--- src/rtl/fo_link_pkg.sv ---
// fo_link_pkg: constants shared across the fibre-link tx/rx byte path.
//   BYTE_W          - byte width on the tx byte channel
//   ST_READY/ST_ACK/ST_SELECT - byte scheduler state encoding
//   IDLE_BYTE       - value parked on tx_d when nothing has been granted yet
//   MODE_DATA/MODE_PRBS - tx_prbs_on levels
package fo_link_pkg;

  localparam int BYTE_W = 8;

  localparam logic [1:0] ST_READY  = 2'd0;
  localparam logic [1:0] ST_ACK    = 2'd1;
  localparam logic [1:0] ST_SELECT = 2'd2;

  localparam logic [BYTE_W-1:0] IDLE_BYTE = 8'h00;

  localparam logic MODE_DATA = 1'b0;
  localparam logic MODE_PRBS = 1'b1;

endpackage

--- src/rtl/tx_byte_sched_rr_arbiter.sv ---
// rr_arbiter: combinational rotate-priority pick.
//   req_valid [N_REQ] - pending requests
//   ptr       [GW]    - highest-priority requester this round (< N_REQ)
//   hit               - at least one request pending
//   idx       [GW]    - first pending requester scanning ptr, ptr+1, ... mod N_REQ
module rr_arbiter #(
  parameter int N_REQ = 4,
  parameter int GW    = 2
) (
  input  logic [N_REQ-1:0] req_valid,
  input  logic [GW-1:0]    ptr,
  output logic             hit,
  output logic [GW-1:0]    idx
);

  // w_cand[k] is the requester index sitting k places after ptr (wrapped)
  logic [GW-1:0] w_cand [N_REQ];

  genvar gi;
  generate
    for (gi = 0; gi < N_REQ; gi++) begin : g_cand
      assign w_cand[gi] = ((int'(ptr) + gi) >= N_REQ) ? GW'(int'(ptr) + gi - N_REQ)
                                                      : GW'(int'(ptr) + gi);
    end
  endgenerate

  // Scan from lowest priority upward so the nearest-to-ptr hit is written last
  always_comb begin
    hit = 1'b0;
    idx = '0;
    for (int k = N_REQ - 1; k >= 0; k--) begin
      if (req_valid[w_cand[k]]) begin
        hit = 1'b1;
        idx = w_cand[k];
      end
    end
  end

endmodule

--- src/rtl/tx_byte_sched.sv ---
// tx_byte_sched: byte scheduler in front of the tx serialiser (clk_bit domain).
// Round-robin shares the tx byte channel between N_REQ requesters, inserts an
// idle byte after MAX_RUN back-to-back data bytes, and switches PRBS mode on
// byte boundaries only.
//   clk_bit, rst     - bit clock, asynchronous active-high reset
//   byte_strobe      - tx samples tx_d/tx_d_valid/tx_prbs_on on this cycle
//   req_valid/req_data - per-requester pending flag and byte ([8i+7:8i])
//   req_ack          - pulse: requester i's byte was transmitted
//   prbs_req         - level request for PRBS test mode
//   tx_d/tx_d_valid/tx_prbs_on - byte, data-valid and PRBS mode to tx
//   grant_id         - owner of the presented byte
//   idle_forced      - pulse when a run-length idle is loaded
//   underrun         - pulse when byte_strobe arrives while not READY
module tx_byte_sched
  import fo_link_pkg::*;
#(
  parameter int N_REQ   = 4,
  parameter int MAX_RUN = 16,
  parameter int GW      = (N_REQ > 1) ? $clog2(N_REQ) : 1
) (
  input  logic                clk_bit,
  input  logic                rst,
  input  logic                byte_strobe,
  input  logic [N_REQ-1:0]    req_valid,
  input  logic [8*N_REQ-1:0]  req_data,
  output logic [N_REQ-1:0]    req_ack,
  input  logic                prbs_req,
  output logic [BYTE_W-1:0]   tx_d,
  output logic                tx_d_valid,
  output logic                tx_prbs_on,
  output logic [GW-1:0]       grant_id,
  output logic                idle_forced,
  output logic                underrun
);

  localparam int RUN_W = (MAX_RUN < 1) ? 1 : $clog2(MAX_RUN + 1);
  localparam logic [RUN_W-1:0] RUN_MAX = RUN_W'(MAX_RUN);

  logic [1:0]        r_state;
  logic [GW-1:0]     r_ptr;
  logic [RUN_W-1:0]  r_run_cnt;
  logic [BYTE_W-1:0] r_tx_d;
  logic              r_tx_d_valid;
  logic              r_prbs_on;
  logic [GW-1:0]     r_grant_id;
  logic [N_REQ-1:0]  r_req_ack;
  logic              r_idle_forced;
  logic              r_underrun;

  logic              w_hit;
  logic [GW-1:0]     w_idx;
  logic [GW-1:0]     w_next_ptr;
  logic              w_force_idle;

  rr_arbiter #(
    .N_REQ (N_REQ),
    .GW    (GW)
  ) u_arb (
    .req_valid (req_valid),
    .ptr       (r_ptr),
    .hit       (w_hit),
    .idx       (w_idx)
  );

  assign w_next_ptr   = (int'(w_idx) == N_REQ - 1) ? '0 : w_idx + GW'(1);
  assign w_force_idle = (MAX_RUN != 0) && (r_run_cnt == RUN_MAX);

  always_ff @(posedge clk_bit or posedge rst) begin
    if (rst) begin
      r_state       <= ST_SELECT;
      r_ptr         <= '0;
      r_run_cnt     <= '0;
      r_tx_d        <= IDLE_BYTE;
      r_tx_d_valid  <= 1'b0;
      r_prbs_on     <= MODE_DATA;
      r_grant_id    <= '0;
      r_req_ack     <= '0;
      r_idle_forced <= 1'b0;
      r_underrun    <= 1'b0;
    end else begin
      r_req_ack     <= '0;
      r_idle_forced <= 1'b0;
      r_underrun    <= 1'b0;
      case (r_state)
        ST_READY: begin
          if (byte_strobe) begin
            r_state <= ST_ACK;
            if (r_tx_d_valid) begin
              // ack lands in the ACK cycle; the latched grant owns the byte
              r_req_ack <= N_REQ'(1) << r_grant_id;
              if (r_run_cnt != RUN_MAX) r_run_cnt <= r_run_cnt + RUN_W'(1);
            end else begin
              r_run_cnt <= '0;
            end
            // consumed byte must not be resampled by a too-early strobe
            r_tx_d_valid <= 1'b0;
          end
        end
        ST_ACK: begin
          r_state <= ST_SELECT;
          if (byte_strobe) r_underrun <= 1'b1;
        end
        default: begin
          r_state <= ST_READY;
          if (byte_strobe) r_underrun <= 1'b1;
          if (prbs_req) begin
            r_prbs_on    <= MODE_PRBS;
            r_tx_d_valid <= 1'b0;
            r_run_cnt    <= '0;
          end else begin
            r_prbs_on <= MODE_DATA;
            if (w_force_idle) begin
              r_tx_d_valid  <= 1'b0;
              r_idle_forced <= 1'b1;
              r_run_cnt     <= '0;
            end else if (w_hit) begin
              r_tx_d       <= req_data[BYTE_W*w_idx +: BYTE_W];
              r_tx_d_valid <= 1'b1;
              r_grant_id   <= w_idx;
              r_ptr        <= w_next_ptr;
            end else begin
              r_tx_d_valid <= 1'b0;
            end
          end
        end
      endcase
    end
  end

  assign tx_d        = r_tx_d;
  assign tx_d_valid  = r_tx_d_valid;
  assign tx_prbs_on  = r_prbs_on;
  assign grant_id    = r_grant_id;
  assign req_ack     = r_req_ack;
  assign idle_forced = r_idle_forced;
  assign underrun    = r_underrun;

endmodule

--- config.mk ---
export PLATFORM = sky130hd
export DESIGN_NAME = tx_byte_sched
export DESIGN_NICKNAME = d
export VERILOG_FILES = /design/src/rtl/fo_link_pkg.sv /design/src/rtl/tx_byte_sched_rr_arbiter.sv /design/src/rtl/tx_byte_sched.sv
export SDC_FILE = /design/constraint.sdc
export NUM_CORES = 1
export LEC_CHECK = 0
export CAP_MARGIN = 40
export CORE_MARGIN = 2
export CORE_UTILIZATION = 40
export DETAILED_ROUTE_END_ITERATION = 6
export GPL_TIMING_DRIVEN = 0
export PLACE_DENSITY = 0.85
export SETUP_SLACK_MARGIN = 0.1
export SLEW_MARGIN = 40
export SYNTH_ARGS = -nofsm -noshare
export SYNTH_HDL_FRONTEND = slang
export SYNTH_HIERARCHICAL = 1
export SYNTH_SLANG_ARGS = --single-unit
--- constraint.sdc ---
create_clock -name clk_bit -period 3.1 [get_ports clk_bit]
set_input_delay 0.31 -clock clk_bit [delete_from_list [all_inputs] [get_ports clk_bit]]
set_output_delay 0.31 -clock clk_bit [all_outputs]
set_load 0.05 [all_outputs]
-- Word-level counts from Yosys, hierarchy flattened
Index checks and enable logic that the tools add are counted.
- shift operators: 2
- reduce and logical (&&, ||, !) cells: 6
- magnitude comparators: 8
- equality and inequality tests: 6
- add/subtract/negate cells: 9
- bitwise logic cells: 4
- muxes and demuxes: 43
- operators by type and width (kind ; number):
    32-bit by 6-bit indexed part select with 8-bit output ; 1
    5-bit 2-to-1 mux ; 5
    2-bit 2-to-1 mux ; 10
    1-bit 2-to-1 mux ; 18
    2-bit by 3-bit < comparator with 1-bit output, second input constant ; 4
    4-bit 2-to-1 mux ; 3
    5-bit one-hot mux with 2 select lines ; 1
    3-bit >= comparator, second input constant ; 3
    1-bit binary-select mux with 2-bit select ; 4
    4-bit AND reduction ; 2
    2-bit by 1-bit subtractor with 2-bit output, second input constant ; 4
    2-bit by 2-bit adder with 3-bit output, second input constant ; 2
    5-bit by 1-bit adder with 5-bit output, second input constant ; 1
    5-bit == test, second input constant ; 1
    5-bit != test, second input constant ; 1
    2-bit by 1-bit == test with 1-bit output, second input constant ; 2
    1-bit inverter ; 4
    2-bit one-hot mux with 2 select lines ; 1
    1-bit by 2-bit left shift with 4-bit output, first input constant ; 1
    2-bit by 1-bit adder with 3-bit output, second input constant ; 1
    2-bit by 3-bit >= comparator with 1-bit output, second input constant ; 1
    3-bit != test, second input constant ; 1
    3-bit nonzero test ; 1
    2-bit by 1-bit adder with 2-bit output, second input constant ; 1
    other kinds (5) ; 5
- word-level logic and storage cells: 88
- output and inout bits: 18
- bits of input ports: 40
- flip-flop bits (word level): 27

-- Logic depth before layout (Yosys ltp)
- word-level depth: 13
- depth in mapped cells: 7
- depth with buffers taken out: 6

-- Modules after synthesis
Netlist, hierarchy kept.
- modules (own cells, without submodules) (module ; sequential area each (um^2) ; times used ; area each (um^2) ; cells an instance):
    tx_byte_sched ; 676.9 ; 1 ; 1437.6 ; 102
    rr_arbiter ; 0.0 ; 1 ; 77.6 ; 13

-- Worst setup path before layout
OpenSTA, ideal clock, no wires.
- path kind: reg-to-reg
- start: register r_ptr[1]
- end: register r_tx_d[0] (netlist: tx_d[0])
- library setup time: 0.125 ns
- stages on the path, launching flop included: 6
- period minus slack after synthesis: 1.896 ns
- buffers on the path: 1
- arrival time: 1.771 ns
- slack: 1.204 ns
- cell sequence: dfrtp_1 -> mux2i_1 -> a211oi_2 -> buf_4 -> mux4_2 -> mux2_4
- cells in the longest elaborated chain, start to end: 10
- ends and longest elaborated chain (item ; line ; RTL):
    from (decl) ; tx_byte_sched.sv:40 ; logic [GW-1:0] r_ptr;
    from (signal assigned) ; tx_byte_sched.sv:120 ; r_ptr <= w_next_ptr;
    2-bit by 2-bit adder with 3-bit output ; tx_byte_sched_rr_arbiter.sv:22 ; assign w_cand[gi] = ((int'(ptr) + gi) >= N_REQ) ? GW'(int'(ptr) + gi - N_REQ)
    3-bit >= comparator or 2-bit by 1-bit subtractor with 2-bit output (tied branches) ; tx_byte_sched_rr_arbiter.sv:22 ;
    2-bit 2-to-1 mux ; tx_byte_sched_rr_arbiter.sv:22 ;
    1-bit binary-select mux with 2-bit select ; tx_byte_sched_rr_arbiter.sv:32 ; if (req_valid[w_cand[k]]) begin
    1-bit 2-to-1 mux (implied by the code) ; tx_byte_sched_rr_arbiter.sv:32 ;
    2-bit 2-to-1 mux (3 in a row) ; tx_byte_sched_rr_arbiter.sv:32 ;
    2-bit 2-to-1 mux (*) ; tx_byte_sched_rr_arbiter.sv:32 ;
    named net w_idx[0] ; tx_byte_sched.sv:51 ; logic [GW-1:0] w_idx;
    32-bit by 6-bit indexed part select with 8-bit output (*) ; tx_byte_sched.sv:117 ; r_tx_d <= req_data[BYTE_W*w_idx +: BYTE_W];
    to (signal assigned) ; tx_byte_sched.sv:117 ;
    to (decl) ; tx_byte_sched.sv:42 ; logic [BYTE_W-1:0] r_tx_d;
The timed path passes the listed nets; every way through them passes the cells marked *. The select of a mux whose other input is x is not followed.
A chain may end at the register's enable or synchronous reset.

-- Worst setup path in the final report
- start: input req_valid[3]
- end: register r_tx_d[2] (netlist: tx_d[2])
- cells in the longest elaborated chain, start to end: 7
- ends and longest elaborated chain (item ; line ; RTL):
    from (decl) ; tx_byte_sched.sv:24 ; input logic [N_REQ-1:0] req_valid,
    1-bit binary-select mux with 2-bit select ; tx_byte_sched_rr_arbiter.sv:32 ;
    1-bit 2-to-1 mux (implied by the code) ; tx_byte_sched_rr_arbiter.sv:32 ;
    2-bit 2-to-1 mux (3 in a row) ; tx_byte_sched_rr_arbiter.sv:32 ;
    2-bit 2-to-1 mux (*) ; tx_byte_sched_rr_arbiter.sv:32 ;
    named net w_idx[0] ; tx_byte_sched.sv:51 ;
    32-bit by 6-bit indexed part select with 8-bit output (*) ; tx_byte_sched.sv:117 ;
Marked as above.

==> results by group <==
Run status
  • Status: complete, no violations

Detailed routing
  • Top Metal Used: met4
  • Via/cell ratio: 5.31
  • Met3 WL post-DR: around 240 um
  • ANT nets after route: 0
  • Vias: roughly 1.2k
  • 1st-iter DRT viols: 33
  • WL met1: roughly 1400 um
  • WL met2: 1730 um
  • Wire per inst: between 15 and 20 um
  • 1st-pass router iterations: 4
  • DRC: 0
  • Total Wirelength: roughly 3400 um

Synthesis
  • Asr flop ratio synth: between 90% and 100%
  • Yosys warnings: 6
  • Synthesized area: roughly 1500 sq um
  • Syn_area_per_cell: 13.2 sq um
  • Post-synthesis sequential area ratio: 44.7%
  • Mapped Cells: between 100 and 150
  • Synth cell types: 38
  • Predominant post-synthesis flop cell: dfrtp_1
  • Flops & latches, synth: 27
  • Post-synth EDFFs: 0
  • Post-synthesis net count: between 150 and 200

Pwr
  • Gate power share: between 50% and 60%
  • Psw: just under 700 uW
  • Part of the power in registers: 33.5%
  • Int Pwr: around 960 uW
  • Switching Fraction: approximately two fifths
  • Power, Total: ~1.6 mW
  • Pleak: 0.909 nW
  • Clock power frac: roughly an eighth
  • Worst IR drop on VDD: around 640 uV
  • PwrDens: roughly 750 nW/um^2

STA
  • Slew headroom: roughly 62%
  • Max Freq: 0.471 GHz
  • Hold Violations, Final: 0
  • Setup TNS: 0 ns
  • Worst-margin pin slew: between 0.5 and 0.6 ns
  • Max-slew violations: 0
  • Crit share post-route: 68.5%
  • Final setup vio count: 0
  • Post-layout min period: 2.12 ns
  • Final setup margin: slightly below 1 ns
  • RSZ-0062 raised after global routing: no
  • Final Skew: between 0.0015 and 0.002 ns

Final layout
  • Layout overhead on the synthesized area: 44.7%
  • Reg area: ~680 sq um
  • # nets final: 220
  • Layout cells sized above 1: roughly 22%
  • Post-layout util: 59.9%
  • ANT cells: 0
  • # fillers: approximately 290
  • Fin cells: around 220
  • Multi-input logic area: 773 sq um

Global routing
  • GRT Total Usage: between 15 and 20%
  • Initial antenna violation count: 0
  • Largest net degree at the start of global routing: 28
  • First-pass GRT wire length: just under 6000 um
  • Grt total ovfl: 0
  • Number of global-route vias before repair: ~1.3k

Critical path
  • Required @ worst endpoint: 3.27 ns
  • Worst path max stage delay: 0.53 ns
  • Critical Path, Cell by Cell: clkdlybuf4s50_1 > mux2i_1 > a211oi_2 > buf_4 > mux4_2 > mux2_2
  • Element type at the critical path end: register
  • WS Path Type: input pin to register
  • Worst EP arrival: roughly 2.3 ns
  • R2r setup slk: a little over 1 ns
  • Slowest-stage cell, CP: mux4_2
  • Kind of start point of the critical path: input pin
  • Worst-path maximum fanout: 10

Clock network
  • Clock Path Buffers: 2
  • Post-CTS setup buffer count: 0
  • CTS Sinks: 27
  • Later-pin clock latency in the skew report: 0.27 ns
  • CTS Hold Bufs: 0
  • CTS root buffer: clkbuf_8
  • CTS tree: built
  • CTS Buf Count: 3
  • Register clock-pin slew on the reported worst setup and hold paths: about 0.090 ns
  • H-Tree Depth: 1
  • CTS resizes: 0

Floorplan
  • Core ar.: roughly 3700 sq um
  • Initial Utilization: between 40% and 50%
  • Top-Level Pins: 58
  • Die area: roughly 4300 sq um
  • Die width: approximately 66 um
  • Die Height: ~66 um
  • Rows: 22

Placement
  • Post-DP HPWL: roughly 2700 um
  • Buffers added on ports: between 50 and 60
  • GP Congestion: 0.736
  • Dpl ws: 0.673 ns
  • Cells after DPL: 220

Min path
  • Hold Path Class: input pin to asynchronous set/reset pin

Run
  • Max_cap viols: 0
## path summary, 6_finish.rpt
| check | from | end | cells after the start |
|---|---|---|---|
| max | req_valid[3] | tx_d[2] | 6 |
| min | rst | r_ptr[1] | 2 |
| max reg2reg | r_ptr[1] | tx_d[2] | 5 |
| min reg2reg | tx_prbs_on | tx_prbs_on | 1 |
| max in group asynchronous | rst | r_state[1] | 2 |
| min in group clk_bit | tx_prbs_on | tx_prbs_on | 1 |
## worst max-delay path, delay by kind of cell
kind / cells / cell delay, ns
compound gates: 1 / 0.28
mux: 3 / 0.93
buf+inv: 2 / 0.78
## cells in the mapped netlist (2+ instances only)
cell type,number,share of area [%]
nor3b_1,4,2.0
mux4_2,8,12
mux2_4,9,8.9
mux2_2,4,3.0
and3_1,3,1.2
nor3_1,2,0.66
and4bb_2,2,1.7
inv_1,4,0.99
nor2b_1,2,0.83
nand2b_1,4,1.7
ha_1,3,2.5
nor2_1,8,2.0
nand2_1,4,0.99
dfrtp_1,26,43
buf_4,2,0.99
nand3_1,5,1.7
a21oi_1,4,1.3
## routing by layer
layer	track usage, %	up-vias
met3	3.25	4
met2	31.9	55
met5	0	-
li1	-	552
met1	21.4	579
met4	8.59	0
## per-stage QoR
step / instance area (sq um) / hold slack (ns)
final: 2190 / 0.408
after global routing: 2190 / 0.467
after CTS: 2190 / 0.420
after detailed placement: 2150 / 0.498
after global placement: 2150 / 0.492
after floorplan: 1520 / 0.362
## power groups by stage
stage | registers, mW | logic [mW] | clock network, mW
floorplan | 0.801 | 0.353 | 0
global placement | 0.542 | 0.869 | 0
detailed placement | 0.549 | 0.894 | 0
CTS | 0.548 | 0.895 | 0.203
global route | 0.563 | 0.939 | 0.220
finish | 0.549 | 0.886 | 0.201
## sequential cells by signal, summed over array words and instances (netlist names)
name / cells
tx_prbs_on: 1
r_ptr: 2
underrun: 1
tx_d_valid: 1
r_run_cnt: 5
req_ack: 4
grant_id: 2
r_state: 2
tx_d: 8
idle_forced: 1
## cell families after synthesis
group / share of synthesized area, %
buf+inv: 4.29
fa+ha+maj: 2.48
simple gates: 17.1
flops: 44.7
mux: 24.4
compound gates: 7.02
## placed cells by master, fill, tap and decap left out, types with 5 or more instances in the layout
| cell | instances |
|---|---|
| mux4_2 | 8 |
| clkdlybuf4s50_1 | 57 |
| dfrtp_1 | 26 |
| nor2_1 | 8 |
| nand3_1 | 5 |
| mux2_4 | 9 |
## area by class of cell
class,instances,share of cell area (%)
flip-flops and latches,27,30.9
clock inverters,1,0.228
repair buffers,57,26.0
well taps,48,2.74
inverters,4,0.685
plain buffers,5,2.28
multi-input cells,79,35.3
clock buffers,3,1.88
(Power assumes the default switching activity.)
